`config.mk`:
```
export PLATFORM = sky130hd
export DESIGN_NAME = noc_ni_4x4_32b
export DESIGN_NICKNAME = d
export VERILOG_FILES = /design/src/rtl/noc_ni_4x4_32b.sv
export SDC_FILE = /design/constraint.sdc
export NUM_CORES = 1
export LEC_CHECK = 0
export CORE_MARGIN = 2
export CORE_UTILIZATION = 57
export CTS_BUF_LIST = sky130_fd_sc_hd__clkbuf_2 sky130_fd_sc_hd__clkbuf_4 sky130_fd_sc_hd__clkbuf_8
export DETAILED_ROUTE_END_ITERATION = 7
export MAX_ROUTING_LAYER = met4
export PLACE_DENSITY_LB_ADDON = 0.05
export SKIP_LAST_GASP = 1
export SLEW_MARGIN = 15
export SYNTH_ARGS = -nofsm -noshare
export SYNTH_HDL_FRONTEND = slang
export SYNTH_SLANG_ARGS = --single-unit
```
`constraint.sdc`:
```
create_clock -name clk -period 3.62 [get_ports clk]
set_input_delay 1.086 -clock clk [delete_from_list [all_inputs] [get_ports clk]]
set_output_delay 1.086 -clock clk [all_outputs]
set_load 0.05 [all_outputs]
```
`src/rtl/noc_ni_4x4_32b.sv`:
```
// Network interface between a local core and one mesh-router port: TX/RX FIFOs plus handshake FSMs.
// Define NOC_NI_STATS_EN to add the tx_count/rx_count/misroute_count statistics outputs.
module noc_ni_4x4_32b #(
    parameter logic [4:0]  NODE_ADDR = 5'd7,
    parameter int unsigned TX_DEPTH  = 4,
    parameter int unsigned RX_DEPTH  = 4
) (
    input  logic        clk,
    input  logic        rst,
    input  logic        tx_wr_en,
    input  logic [4:0]  tx_wr_addr,
    input  logic [31:0] tx_wr_data,
    output logic        tx_full,
    input  logic        rx_rd_en,
    output logic [4:0]  rx_addr,
    output logic [31:0] rx_data,
    output logic        rx_empty,
    output logic [4:0]  out_addr,
    output logic [31:0] out_data,
    output logic        out_valid,
    input  logic        from_out_ack,
    input  logic [4:0]  in_addr,
    input  logic [31:0] in_data,
    input  logic        in_valid,
    output logic        to_in_ack
`ifdef NOC_NI_STATS_EN
    ,
    output logic [15:0] tx_count,
    output logic [15:0] rx_count,
    output logic [7:0]  misroute_count
`endif
);
    localparam int unsigned TX_AW = $clog2(TX_DEPTH);
    localparam int unsigned RX_AW = $clog2(RX_DEPTH);
    localparam logic [TX_AW:0] TX_CNT_FULL = TX_DEPTH[TX_AW:0];
    localparam logic [RX_AW:0] RX_CNT_FULL = RX_DEPTH[RX_AW:0];
    localparam logic [TX_AW:0] TX_PTR_INC = {{TX_AW{1'b0}}, 1'b1};
    localparam logic [RX_AW:0] RX_PTR_INC = {{RX_AW{1'b0}}, 1'b1};

    typedef enum logic [1:0] {TxIdle, TxSend, TxGap} tx_state_e;
    typedef enum logic [1:0] {RxIdle, RxAck, RxHold} rx_state_e;

    // FIFO entries are {addr[4:0], data[31:0]}
    logic [36:0]    r_tx_mem [TX_DEPTH];
    logic [TX_AW:0] r_tx_wptr, r_tx_rptr;
    logic [TX_AW:0] w_tx_cnt;
    logic           w_tx_push, w_tx_pop, w_tx_empty;
    tx_state_e      r_tx_state;
    logic [4:0]     r_out_addr;
    logic [31:0]    r_out_data;
    logic           r_out_valid;

    logic [36:0]    r_rx_mem [RX_DEPTH];
    logic [RX_AW:0] r_rx_wptr, r_rx_rptr;
    logic [RX_AW:0] w_rx_cnt;
    logic           w_rx_push, w_rx_pop, w_rx_full;
    rx_state_e      r_rx_state;
    logic           r_to_in_ack;

    assign w_tx_cnt   = r_tx_wptr - r_tx_rptr;
    assign w_tx_empty = (r_tx_wptr == r_tx_rptr);
    assign tx_full    = (w_tx_cnt == TX_CNT_FULL);
    assign w_tx_push  = tx_wr_en && !tx_full;
    assign w_tx_pop   = (r_tx_state == TxSend) && from_out_ack;

    always_ff @(posedge clk) begin
        if (w_tx_push) r_tx_mem[r_tx_wptr[TX_AW-1:0]] <= {tx_wr_addr, tx_wr_data};
    end

    always_ff @(posedge clk or negedge rst) begin
        if (!rst) begin
            r_tx_wptr <= '0;
            r_tx_rptr <= '0;
        end else begin
            if (w_tx_push) r_tx_wptr <= r_tx_wptr + TX_PTR_INC;
            if (w_tx_pop)  r_tx_rptr <= r_tx_rptr + TX_PTR_INC;
        end
    end

    // The head stays in the FIFO until acked, so a reset mid-SEND drops it.
    always_ff @(posedge clk or negedge rst) begin
        if (!rst) begin
            r_tx_state  <= TxIdle;
            r_out_valid <= 1'b0;
            r_out_addr  <= '0;
            r_out_data  <= '0;
        end else begin
            unique case (r_tx_state)
                TxIdle: if (!w_tx_empty) begin
                    {r_out_addr, r_out_data} <= r_tx_mem[r_tx_rptr[TX_AW-1:0]];
                    r_out_valid              <= 1'b1;
                    r_tx_state               <= TxSend;
                end
                TxSend: if (from_out_ack) begin
                    r_out_valid <= 1'b0;
                    r_tx_state  <= TxGap;
                end
                TxGap:   r_tx_state <= TxIdle;
                default: begin
                    r_out_valid <= 1'b0;
                    r_tx_state  <= TxIdle;
                end
            endcase
        end
    end

    assign out_addr  = r_out_addr;
    assign out_data  = r_out_data;
    assign out_valid = r_out_valid;

    assign w_rx_cnt  = r_rx_wptr - r_rx_rptr;
    assign rx_empty  = (r_rx_wptr == r_rx_rptr);
    assign w_rx_full = (w_rx_cnt == RX_CNT_FULL);
    assign w_rx_push = (r_rx_state == RxIdle) && in_valid && !w_rx_full;
    assign w_rx_pop  = rx_rd_en && !rx_empty;
    assign {rx_addr, rx_data} = r_rx_mem[r_rx_rptr[RX_AW-1:0]];

    always_ff @(posedge clk) begin
        if (w_rx_push) r_rx_mem[r_rx_wptr[RX_AW-1:0]] <= {in_addr, in_data};
    end

    always_ff @(posedge clk or negedge rst) begin
        if (!rst) begin
            r_rx_wptr <= '0;
            r_rx_rptr <= '0;
        end else begin
            if (w_rx_push) r_rx_wptr <= r_rx_wptr + RX_PTR_INC;
            if (w_rx_pop)  r_rx_rptr <= r_rx_rptr + RX_PTR_INC;
        end
    end

    // HOLD waits for valid to fall so a flit the router keeps presenting is captured once.
    always_ff @(posedge clk or negedge rst) begin
        if (!rst) begin
            r_rx_state  <= RxIdle;
            r_to_in_ack <= 1'b0;
        end else begin
            unique case (r_rx_state)
                RxIdle: if (w_rx_push) begin
                    r_to_in_ack <= 1'b1;
                    r_rx_state  <= RxAck;
                end
                RxAck: begin
                    r_to_in_ack <= 1'b0;
                    r_rx_state  <= RxHold;
                end
                RxHold:  if (!in_valid) r_rx_state <= RxIdle;
                default: begin
                    r_to_in_ack <= 1'b0;
                    r_rx_state  <= RxIdle;
                end
            endcase
        end
    end

    assign to_in_ack = r_to_in_ack;

`ifdef NOC_NI_STATS_EN
    logic [15:0] r_tx_count, r_rx_count;
    logic [7:0]  r_misroute_count;

    always_ff @(posedge clk or negedge rst) begin
        if (!rst) begin
            r_tx_count       <= '0;
            r_rx_count       <= '0;
            r_misroute_count <= '0;
        end else begin
            if (w_tx_pop)  r_tx_count <= r_tx_count + 16'd1;
            if (w_rx_push) r_rx_count <= r_rx_count + 16'd1;
            if (w_rx_push && (in_addr != NODE_ADDR)) r_misroute_count <= r_misroute_count + 8'd1;
        end
    end

    assign tx_count       = r_tx_count;
    assign rx_count       = r_rx_count;
    assign misroute_count = r_misroute_count;
`else
    logic w_unused_node_addr;
    assign w_unused_node_addr = ^NODE_ADDR;
`endif

endmodule

```
==> results.yml <==
routing:
  first_iter_violations: 248
  vias_per_cell: 5.54
  drtAntennaViolNets: 0
  wl_per_cell_um: 21.9
  drc: 0
  drt_first_pass_iters: 4
  vias: 6050
  wirelength_um: 24000
setup_path:
  worst_setup_path_end_kind: "primary output"
  critical_path_arrival_ns: 2.30
  cp_slowest_cell: "mux4_2"
  path_class: "reg -> out"
  r2r-end: "r_rx_mem[2][35]$_DFFE_PP_"
  required_ns: 2.53
  cp_max_fo: 16
  critPathMaxStageDelay_ns: 0.57
  path_depth: 3
  worst_path_dominant_cell_family: "buffers and inverters"
  r2r-start: "r_rx_rptr[1]$_DFFE_PN0P_"
  path_buf_inv: 2
  crit_path_cell_trace: "buf_4 > mux4_2 > dlygate4sd2_1"
  r2r_cells: 8
  rrSetupSlack_ns: 1.16
  cp-start-kind: "register"
sta:
  period_needed_ns: 3.38
  worstMarginPinSlew_ns: 0.800
  finalHoldViolCount: 0
  grt_setup_unrepaired: "no"
  whs_ns: 0.386
  final-max-slew-violation-count: 0
  setup_viol: 0
  tns_ns: 0
  period_share_pct: 93.4
  finalClockSkew_ns: 0.00880
  timing.fmax_ghz: 0.296
  slew_headroom_pct: 46.7
power_and_ir_drop:
  leakage_nw: 5.82
  power_density_nw_per_um2: 949
  irDropWorstVdd_v: 0.000586
clock_tree:
  clkLatencyLatePin_ns: 0.57
  cts_buffers: 54
  cts_setup_buffers: 0
  postCtsHoldBufs: 0
  cts.sink_count: 351
  cts_tree: "yes"
  root_buffer: "clkbuf_8"
  htree_num_levels: 2
  path_clk_slew_ns: 0.06
  clk_path_buf_depth: 3
synth:
  synth.largest_area_cell: "edfxtp_1"
  syn_area_um2: 13100
  synth-seq-cells: 351
  yosys_warnings: 0
  synthTopCellsByArea: "edfxtp_1 68%, mux4_2 13%, dfrtp_1 11%"
  ys_types: 28
  seq_area_frac_synth_pct: 78.6
  synth_cells: 555
  synth.avg_cell_area_um2: 23.5
  syn-num-nets: 649
  yosysTopAreaCellShare_pct: 68.1
grt:
  antenna_found_initial: 0
  grt_pass1_vias: 6713
  grt_pass1_wl_um: 37200
  grt_max_degree: 40
  track_usage_pct: 21.4
  grt_overflow: 0
layout:
  final_cell_area_um2: 16300
  drive_gt1_share_pct: 29.0
  final_cells: 1093
  fillerInstances: 1392
  diodes: 0
  area_delta_synth_final_pct: 24.6
  finalNetCount: 858
run:
  drv_cap: 0
placed_design:
  port_buffers: 157
  placed_area_um2: 15100
  dpl.hpwl_um: 14400
  dp_cells: 993
  gp_congestion: 0.728
die:
  core_area_um2: 22600
  die-height_um: 155
  rows: 55
  dieWidth_um: 155
  die_area_um2: 24100
  ios: 158
  initial_utilization_pct: 57.9
min_path:
  hold_path_class: "in -> async"
status:
  outcome: "completed"
==> state kept, by name (all words and copies together) (netlist names) <==
signal / flops
r_tx_rptr: 3
r_rx_wptr: 3
r_rx_state: 2
out_addr: 5
r_tx_state: 2
r_rx_rptr: 3
r_rx_mem: 148
r_tx_wptr: 3
out_data: 32
to_in_ack: 1
r_tx_mem: 148
out_valid: 1
==> report_power, final <==
part | total (W) | internal [W] | switching [W]
combinational | 0.00625 | 0.00251 | 0.00374
clock | 0.00330 | 0.00190 | 0.00140
sequential | 0.00589 | 0.00551 | 0.000382
==> area by class of cell <==
cell class | instances | area (um^2) | area share (%)
Sequential cell | 351 | 10300 | 63.1
Multi-Input combinational cell | 175 | 2650 | 16.3
Timing Repair Buffer | 173 | 1840 | 11.3
Clock buffer | 90 | 1060 | 6.50
Tap cell | 285 | 357 | 2.19
Clock inverter | 10 | 70.1 | 0.430
Inverter | 9 | 33.8 | 0.208
==> Yosys cell counts, drive strengths merged <==
| library cell | count |
|---|---|
| buf | 17 |
| nor2 | 6 |
| and2 | 6 |
| nor3b | 1 |
| nand3 | 1 |
| nor2b | 2 |
| o211a | 1 |
| o21ai | 5 |
| inv | 9 |
| o21a | 2 |
| dfrtp | 55 |
| ha | 14 |
| xnor2 | 7 |
| mux2 | 40 |
| clkbuf | 3 |
| o211ai | 1 |
| mux4 | 74 |
| nand2 | 9 |
| xor2 | 5 |
| a21o | 1 |
| edfxtp | 296 |
==> cell families (layout without fill, tap and decap cells) <==
group / Yosys count / in the layout / share of synthesized area [%]
AO/OA/AOI/OAI: 10 / 10 / 0.556
XOR/XNOR: 12 / 12 / 0.862
adder cells (fa/ha/maj): 14 / 14 / 1.34
buffers and inverters: 29 / 282 / 1.23
flip-flops: 351 / 351 / 78.6
multiplexers: 114 / 114 / 16.5
AND/OR/NAND/NOR: 25 / 25 / 0.910
==> stage by stage <==
stage	power (W)	utilization [%]	worst slack (ns)
6_report	0.0154	72.1	0.238
5_1_grt	0.0162	72.1	0.109
4_1_cts	0.0157	71.9	0.000414
3_3_place_gp	0.0123	67.0	0.549
2_1_floorplan	0.0103	-	0.651
3_5_place_dp	0.0124	67.0	0.520
==> cell usage in the layout (no fill, tap or decap), types with 2 or more instances in the layout <==
cell,netlist,final
clkinv_2,0,2
mux2_1,7,7
clkinv_1,0,6
clkbuf_8,0,61
clkdlybuf4s50_1,0,117
nand2_1,9,9
nor2b_1,2,2
edfxtp_1,296,296
dlygate4sd2_1,0,20
and2_2,0,6
mux4_2,74,74
xor2_1,4,4
buf_12,0,11
mux2_2,23,23
nor2_1,6,6
o21ai_0,4,4
clkbuf_4,0,29
mux2_4,10,10
buf_4,2,7
ha_1,14,14
dfrtp_1,55,51
xnor2_1,7,7
inv_1,9,9
dfrtp_2,0,4
dlymetal6s2s_1,0,17
==> layer usage <==
layer,wire length (um),vias to the layer above,track usage [%]
li1,-,2695,-
met5,0,-,-
met1,9480,3113,26.8
met3,1470,46,5.18
met4,551,0,7.08
met2,12500,196,34.9
==> repair_timing <==
item / 4_1_cts / 5_1_grt
endpoints found under the setup margin: 20 / 17
resized for setup: 20 / 17
pin swaps: 0 / 0
==> worst reg2reg max path, cell delays in order (launching register included) <==
cell and delay [ns]:
dfrtp_2 0.60, buf_12 0.26, inv_1 0.07, ha_1 0.17
nor2b_1 0.13, xnor2_1 0.20, o21a_4 0.21, and2_2 0.25
buf_12 0.25
==> worst max path at each step <==
stage / start / end / slack [ns]
finish: r_rx_rptr[0]$_DFFE_PN0P_ / rx_addr[3] / 0.24
global route: r_rx_rptr[0]$_DFFE_PN0P_ / rx_addr[3] / 0.11
CTS: r_rx_rptr[1]$_DFFE_PN0P_ / rx_data[28] / 0.0004
detailed placement: r_rx_rptr[0]$_DFFE_PN0P_ / rx_addr[3] / 0.52
global placement: r_rx_rptr[0]$_DFFE_PN0P_ / rx_data[21] / 0.55
floorplan: r_tx_rptr[1]$_DFFE_PN0P_ / tx_full / 0.65
No activity file was read; power rests on OpenSTA's default activity.
